### src/rtl/ofifo_drain_pkg.sv
// Shared types and constants for the OFIFO drain / SFP stage.
package ofifo_drain_pkg;

  typedef enum logic [2:0] {
    IDLE     = 3'd0,
    ACCUM    = 3'd1,
    FINAL    = 3'd2,
    WAIT_OUT = 3'd3,
    DONE     = 3'd4
  } state_e;

  localparam int PSUM_BW = 16;
  localparam logic signed [PSUM_BW-1:0] SAT_MAX = {1'b0, {(PSUM_BW-1){1'b1}}};
  localparam logic signed [PSUM_BW-1:0] SAT_MIN = {1'b1, {(PSUM_BW-1){1'b0}}};

endpackage

### src/rtl/ofifo_drain_sfp_lane.sv
// One SFP lane: first-pass select, saturating accumulate, optional ReLU.
// Purely combinational.
module sfp_lane
  import ofifo_drain_pkg::*;
#(
  parameter int psum_bw = PSUM_BW
) (
  input  logic                      first,
  input  logic                      relu_en,
  input  logic signed [psum_bw-1:0] acc,
  input  logic signed [psum_bw-1:0] lane,
  output logic signed [psum_bw-1:0] acc_nxt,
  output logic signed [psum_bw-1:0] out_val
);

  logic signed [psum_bw:0] sum;
  logic                    ovf;

  always_comb begin
    sum = {acc[psum_bw-1], acc} + {lane[psum_bw-1], lane};
    // Overflow shows up as disagreement between the guard bit and the sign bit.
    ovf = sum[psum_bw] ^ sum[psum_bw-1];
    if (first) begin
      acc_nxt = lane;
    end else if (ovf) begin
      acc_nxt = sum[psum_bw] ? SAT_MIN : SAT_MAX;
    end else begin
      acc_nxt = sum[psum_bw-1:0];
    end
    out_val = (relu_en && acc_nxt[psum_bw-1]) ? '0 : acc_nxt;
  end

endmodule

### src/rtl/ofifo_drain_sfp.sv
// Drains corelet OFIFO, accumulates psums across passes, emits finished vectors.
// One pop per cycle; output register stalls pops while full and not accepted.
module ofifo_drain_sfp
  import ofifo_drain_pkg::*;
#(
  parameter int col     = 8,
  parameter int psum_bw = PSUM_BW,
  parameter int max_vec = 16,
  parameter int vec_aw  = 4,
  parameter int pass_w  = 4
) (
  input  logic                     clk,
  input  logic                     reset,
  input  logic                     start,
  input  logic [vec_aw:0]          num_vec,
  input  logic [pass_w-1:0]        num_pass,
  input  logic                     relu_en,
  input  logic                     ofifo_valid,
  input  logic [col*psum_bw-1:0]   ofifo_out,
  output logic                     ofifo_rd,
  output logic                     out_valid,
  input  logic                     out_ready,
  output logic [col*psum_bw-1:0]   out_data,
  output logic [vec_aw-1:0]        out_addr,
  output logic                     busy,
  output logic                     done
);

  localparam logic [vec_aw:0]   VEC_ONE  = 1;
  localparam logic [vec_aw-1:0] CNT_ONE  = 1;
  localparam logic [pass_w-1:0] PASS_ONE = 1;
  localparam logic [pass_w-1:0] PASS_TWO = 2;

  state_e state, state_nxt;

  logic [vec_aw:0]        num_vec_q;
  logic [pass_w-1:0]      num_pass_q;
  logic                   relu_q;
  logic [vec_aw-1:0]      vec_cnt;
  logic [pass_w-1:0]      pass_cnt;

  logic [col*psum_bw-1:0] acc_mem [max_vec];
  logic [col*psum_bw-1:0] acc_rd;
  logic [col*psum_bw-1:0] acc_nxt;
  logic [col*psum_bw-1:0] res;

  logic pop;
  logic last_vec;
  logic first_pass;
  logic last_acc_pass;

  assign pop           = ofifo_rd;
  assign acc_rd        = acc_mem[vec_cnt];
  assign last_vec      = ({1'b0, vec_cnt} == (num_vec_q - VEC_ONE));
  assign first_pass    = (pass_cnt == '0);
  assign last_acc_pass = (pass_cnt == (num_pass_q - PASS_TWO));

  for (genvar i = 0; i < col; i++) begin : g_lane
    sfp_lane #(.psum_bw(psum_bw)) u_lane (
      .first   (first_pass),
      .relu_en (relu_q),
      .acc     (acc_rd[i*psum_bw +: psum_bw]),
      .lane    (ofifo_out[i*psum_bw +: psum_bw]),
      .acc_nxt (acc_nxt[i*psum_bw +: psum_bw]),
      .out_val (res[i*psum_bw +: psum_bw])
    );
  end

  always_ff @(posedge clk or negedge reset) begin
    if (!reset) begin
      state <= IDLE;
    end else begin
      state <= state_nxt;
    end
  end

  always_comb begin
    state_nxt = state;
    case (state)
      IDLE: begin
        if (start) begin
          state_nxt = (num_pass > PASS_ONE) ? ACCUM : FINAL;
        end
      end
      ACCUM: begin
        if (pop && last_vec && last_acc_pass) begin
          state_nxt = FINAL;
        end
      end
      FINAL: begin
        if (pop && last_vec) begin
          state_nxt = WAIT_OUT;
        end
      end
      WAIT_OUT: begin
        if (out_valid && out_ready) begin
          state_nxt = DONE;
        end
      end
      DONE:    state_nxt = IDLE;
      default: state_nxt = IDLE;
    endcase
  end

  always_comb begin
    ofifo_rd = 1'b0;
    busy     = (state != IDLE);
    done     = (state == DONE);
    case (state)
      ACCUM:   ofifo_rd = ofifo_valid;
      FINAL:   ofifo_rd = ofifo_valid && (!out_valid || out_ready);
      default: ofifo_rd = 1'b0;
    endcase
  end

  always_ff @(posedge clk or negedge reset) begin
    if (!reset) begin
      num_vec_q  <= '0;
      num_pass_q <= '0;
      relu_q     <= 1'b0;
      vec_cnt    <= '0;
      pass_cnt   <= '0;
    end else if (state == IDLE && start) begin
      num_vec_q  <= num_vec;
      num_pass_q <= num_pass;
      relu_q     <= relu_en;
      vec_cnt    <= '0;
      pass_cnt   <= '0;
    end else if (pop) begin
      if (last_vec) begin
        vec_cnt  <= '0;
        pass_cnt <= pass_cnt + PASS_ONE;
      end else begin
        vec_cnt  <= vec_cnt + CNT_ONE;
      end
    end
  end

  // Accumulator contents need no reset: pass 0 overwrites every entry used.
  always_ff @(posedge clk) begin
    if (pop && state == ACCUM) begin
      acc_mem[vec_cnt] <= acc_nxt;
    end
  end

  always_ff @(posedge clk or negedge reset) begin
    if (!reset) begin
      out_valid <= 1'b0;
      out_data  <= '0;
      out_addr  <= '0;
    end else if (state == FINAL && pop) begin
      out_valid <= 1'b1;
      out_data  <= res;
      out_addr  <= vec_cnt;
    end else if (out_ready) begin
      out_valid <= 1'b0;
    end
  end

endmodule

### config.mk
export PLATFORM = sky130hd
export DESIGN_NAME = ofifo_drain_sfp
export DESIGN_NICKNAME = d
export VERILOG_FILES = /design/src/rtl/ofifo_drain_pkg.sv /design/src/rtl/ofifo_drain_sfp_lane.sv /design/src/rtl/ofifo_drain_sfp.sv
export SDC_FILE = /design/constraint.sdc
export NUM_CORES = 2
export LEC_CHECK = 0
export CAP_MARGIN = 25
export CORE_MARGIN = 1
export CORE_UTILIZATION = 36
export CTS_CLUSTER_SIZE = 16
export DETAILED_ROUTE_END_ITERATION = 7
export HOLD_SLACK_MARGIN = 0.12
export PLACE_DENSITY = 0.54
export SLEW_MARGIN = 20
export SYNTH_ARGS = -nofsm -noshare
export SYNTH_HDL_FRONTEND = slang
export SYNTH_SLANG_ARGS = --single-unit
### constraint.sdc
create_clock -name clk -period 14.4 [get_ports clk]
set_input_delay 3.6 -clock clk [delete_from_list [all_inputs] [get_ports clk]]
set_output_delay 3.6 -clock clk [all_outputs]
set_load 0.01 [all_outputs]
==> results.cfg <==
[status]
outcome = finished with violations
violated_checks = design-rule violations

[placed_design]
port_buffers = 278
hpwl_dp_um = 126000
minimum_setup_slack_after_placement_ns = 4.83
gp_congestion = 0.827
placedInstanceArea_mm2 = 0.0988

[grt]
antenna_found_initial = 5
global_route.peak_usage_layer = met2
met2_usage_pct = 30.5
met3_track_demand_over_resource_in_global_routing_pct = 2.78
globalRoute.totalOverflow = 0
first_global_vias = 49100
grt.met1_usage_pct = 26.3
global_route.usage.total_pct = 18.5
largest_net_degree_at_the_start_of_global_routing = 114
grt_first_pass_wirelength_um = 345000

[synth]
synth_top_flop_cell = edfxtp_1
synth_cell_type_count = 91
yosys_register_bits = 2202
async_reset_ff_share_pct = 6.99
yosysWarnings = 0
syn_inst = 4633
post_synth_instance_area_mm2 = 0.0913
synthesis.nets = 4920
synth_enable_flop_cells = 2048
avgSynthCellArea_um2 = 19.7
seq_area_frac_synth_pct = 71.6

[final_layout]
register_area_mm2 = 0.0654
postLayoutCoreUtil_pct = 42.3
area.growth.synth_to_final_pct = 16.6
layout-drive-gt1-share_pct = 23.7
layout.cell_area.non_filler_mm2 = 0.106
fill_cells = 22000
antenna_cells_inserted = 0
multi_input_gate_area_mm2 = 0.0251
num-nets-final = 5366

[sta]
timing.setup.tns_ns = 0
post-route-worst-setup-slack_ns = 4.81
finalCriticalPeriod_ns = 9.59
rsz0062_at_grt = no
whs_ns = 0.477
timing.clock.skew_ns = 0.0344
final-hold-violation-count = 0
finalCritPeriodShare_pct = 66.6
report.final.setup_viol = 0
drv_slew = 0
slew_headroom_pct = 28.9
max_clock_freq_mhz = 104
worst_pin_slew_ns = 1.07

[pwr]
irDropWorstVdd_uv = 191
switching_share_pct = 34.6
p_per_area_mw_per_mm2 = 221
power_frac_seq_pct = 36.3
power_report.internal_total_mw = 15.4
cellLeakagePower_nw = 34.1
switchingPower_mw = 8.14
share_comb_of_total_power_pct = 39.1
clock_power_share_pct = 24.6

[clocking]
tritoncts_clock_tree = yes
htree_num_levels = 4
clkLatencyLatePin_ns = 0.86
clk_root_buffer_cell = clkbuf_16
tritoncts_num_sinks = 2202
clk_path_buf_depth = 3
clkSlewWorstSetupHoldPaths_ns = 0.06
cts_hold_buf = 0
cts-buffers-inserted = 229
post_cts_resized = 0
cts.repair_timing.setup_buffer_count = 0

[worst_hold_path]
hold-path-cell-count = 2
min_path_type = reg2reg

[detailed_routing]
drt_first_iter_violations = 3911
drt-vias-per-instance = 5.48
drt_pass1_iterations = 7
post-route-drc-count = 21
vias = 47300
detail_route.wirelength_um = 236000
detail-route-antenna-nets = 0
mean_routed_wirelength_per_cell_um = 27.4

[worst_setup_path]
worstSetupEndpointType = output port
critPathMaxFanout = 33
arrival_ns = 5.99
setup.worst_path.class = in2out
worst_setup_path_start_kind = primary input
reg2regPathDepth = 17
required_ns = 10.80

[floorplanning]
floorplan.core_area_mm2 = 0.252
row_count = 184
die_width_um = 505
die_height_um = 505
initial_utilization_pct = 36.3
floorplan.die_area_mm2 = 0.256
io-pin-count = 279

[job]
maxCapViolCount = 0
metal layers:
metal  up-vias  routed length (um)
met4         6                3420
li1      20200                   -
met5         -                  38
met3       248               13100
met1     25400              105000
met2      1350              115000
cells by family after synthesis:
| kind of cell | after synthesis | synth area share (%) |
|---|---|---|
| DFF | 2202 | 71.6 |
| adders and majority gates | 144 | 2.04 |
| muxes | 659 | 16.0 |
| AOI/OAI and AO/OA | 713 | 5.39 |
| xor gates and xnor gates | 95 | 0.928 |
| buffers and inverters | 283 | 1.25 |
| and+or+nand+nor | 537 | 2.76 |
worst max-delay path, cell delays in order:
cell             delay [ns]
clkdlybuf4s50_1        0.48
nor4bb_1               0.64
nand2_4                0.38
nand2b_1               0.29
clkdlybuf4s50_1        0.59
path summary, 6_finish.rpt:
check / slack [ns] / end / from
worst max register to register: 7.23 / acc_mem[0][88]$_DFFE_PP_ / vec_cnt[1]$_DFFE_PN0P_
worst min-delay path: 0.48 / out_data[37]$_DFFE_PN0P_ / out_data[37]$_DFFE_PN0P_
worst max-delay path: 4.81 / ofifo_rd / ofifo_valid
max in group asynchronous: 10.06 / out_data[77]$_DFFE_PN0P_ / reset
min in group asynchronous: 2.62 / out_data[13]$_DFFE_PN0P_ / reset
worst min register to register: 0.48 / out_data[37]$_DFFE_PN0P_ / out_data[37]$_DFFE_PN0P_
final cells by class:
type | count | share of cell area [%]
clock inverters | 137 | 1.26
clock buffers | 296 | 5.69
multi-input cells | 2148 | 23.5
repair buffers | 434 | 3.94
inverters | 64 | 0.226
well taps | 3348 | 3.94
flip-flops and latches | 2202 | 61.4
placed cells by master, fill, tap and decap left out, types with 15 or more instances in the layout:
master	Yosys	routed
edfxtp_1	2048	2048
mux4_2	640	640
clkdlybuf4s50_1	0	277
clkbuf_16	0	229
nor2_1	204	184
a21oi_1	187	159
dfrtp_1	154	149
ha_1	136	136
buf_4	2	130
nand2_1	112	111
a22o_1	70	70
o21ai_0	69	69
inv_1	64	64
nand3_1	61	61
clkbuf_1	141	60
clkinv_1	0	54
xnor2_1	53	53
o21ai_1	53	50
a21o_1	42	42
xor2_1	40	40
o21a_1	38	38
a21oi_2	10	38
nand2b_1	35	35
clkinv_2	0	31
o31ai_1	26	26
a31oi_1	26	25
a22oi_1	25	25
o211ai_1	22	22
buf_12	0	19
and2_1	18	18
nor3_1	22	18
bufinv_16	0	17
nor2b_1	16	16
a211oi_1	17	15
through the flow:
step,instances,total power [mW]
final,8629,23.6
after CTS,8612,23.7
after floorplan,4633,15.0
after global placement,8158,17.7
after global routing,8629,24.8
after detailed placement,8179,17.9
cells in the mapped netlist (16+ instances only):
master | count | area (um^2)
edfxtp_1 | 2048 | 61500
mux4_2 | 640 | 14400
nor2_1 | 204 | 766
a21oi_1 | 187 | 936
dfrtp_1 | 154 | 3850
clkbuf_1 | 141 | 529
ha_1 | 136 | 1700
nand2_1 | 112 | 420
a22o_1 | 70 | 613
o21ai_0 | 69 | 345
inv_1 | 64 | 240
nand3_1 | 61 | 305
o21ai_1 | 53 | 265
xnor2_1 | 53 | 464
a21o_1 | 42 | 315
xor2_1 | 40 | 350
o21a_1 | 38 | 285
buf_1 | 36 | 135
buf_2 | 36 | 180
nand2b_1 | 35 | 219
a31oi_1 | 26 | 163
o31ai_1 | 26 | 195
a22oi_1 | 25 | 188
nor3_1 | 22 | 110
o211ai_1 | 22 | 165
and2_1 | 18 | 113
a211oi_1 | 17 | 128
nor2b_1 | 16 | 100
power by group through the flow:
stage	Combinational, mW	Clock (mW)	Sequential [mW]
final	9.21	5.80	8.55
after global routing	10.0	6.19	8.60
after CTS	9.23	5.94	8.57
after detailed placement	9.19	0	8.70
after global placement	9.04	0	8.70
after floorplan	6.36	0	8.67
sequential cells by signal, summed over array words and instances, names as in the netlist, 3 cells and up:
name / count
num_pass_q: 4
acc_mem: 2048
out_data: 128
out_addr: 4
vec_cnt: 4
pass_cnt: 4
state: 3
num_vec_q: 5
(Power assumes the default switching activity.)
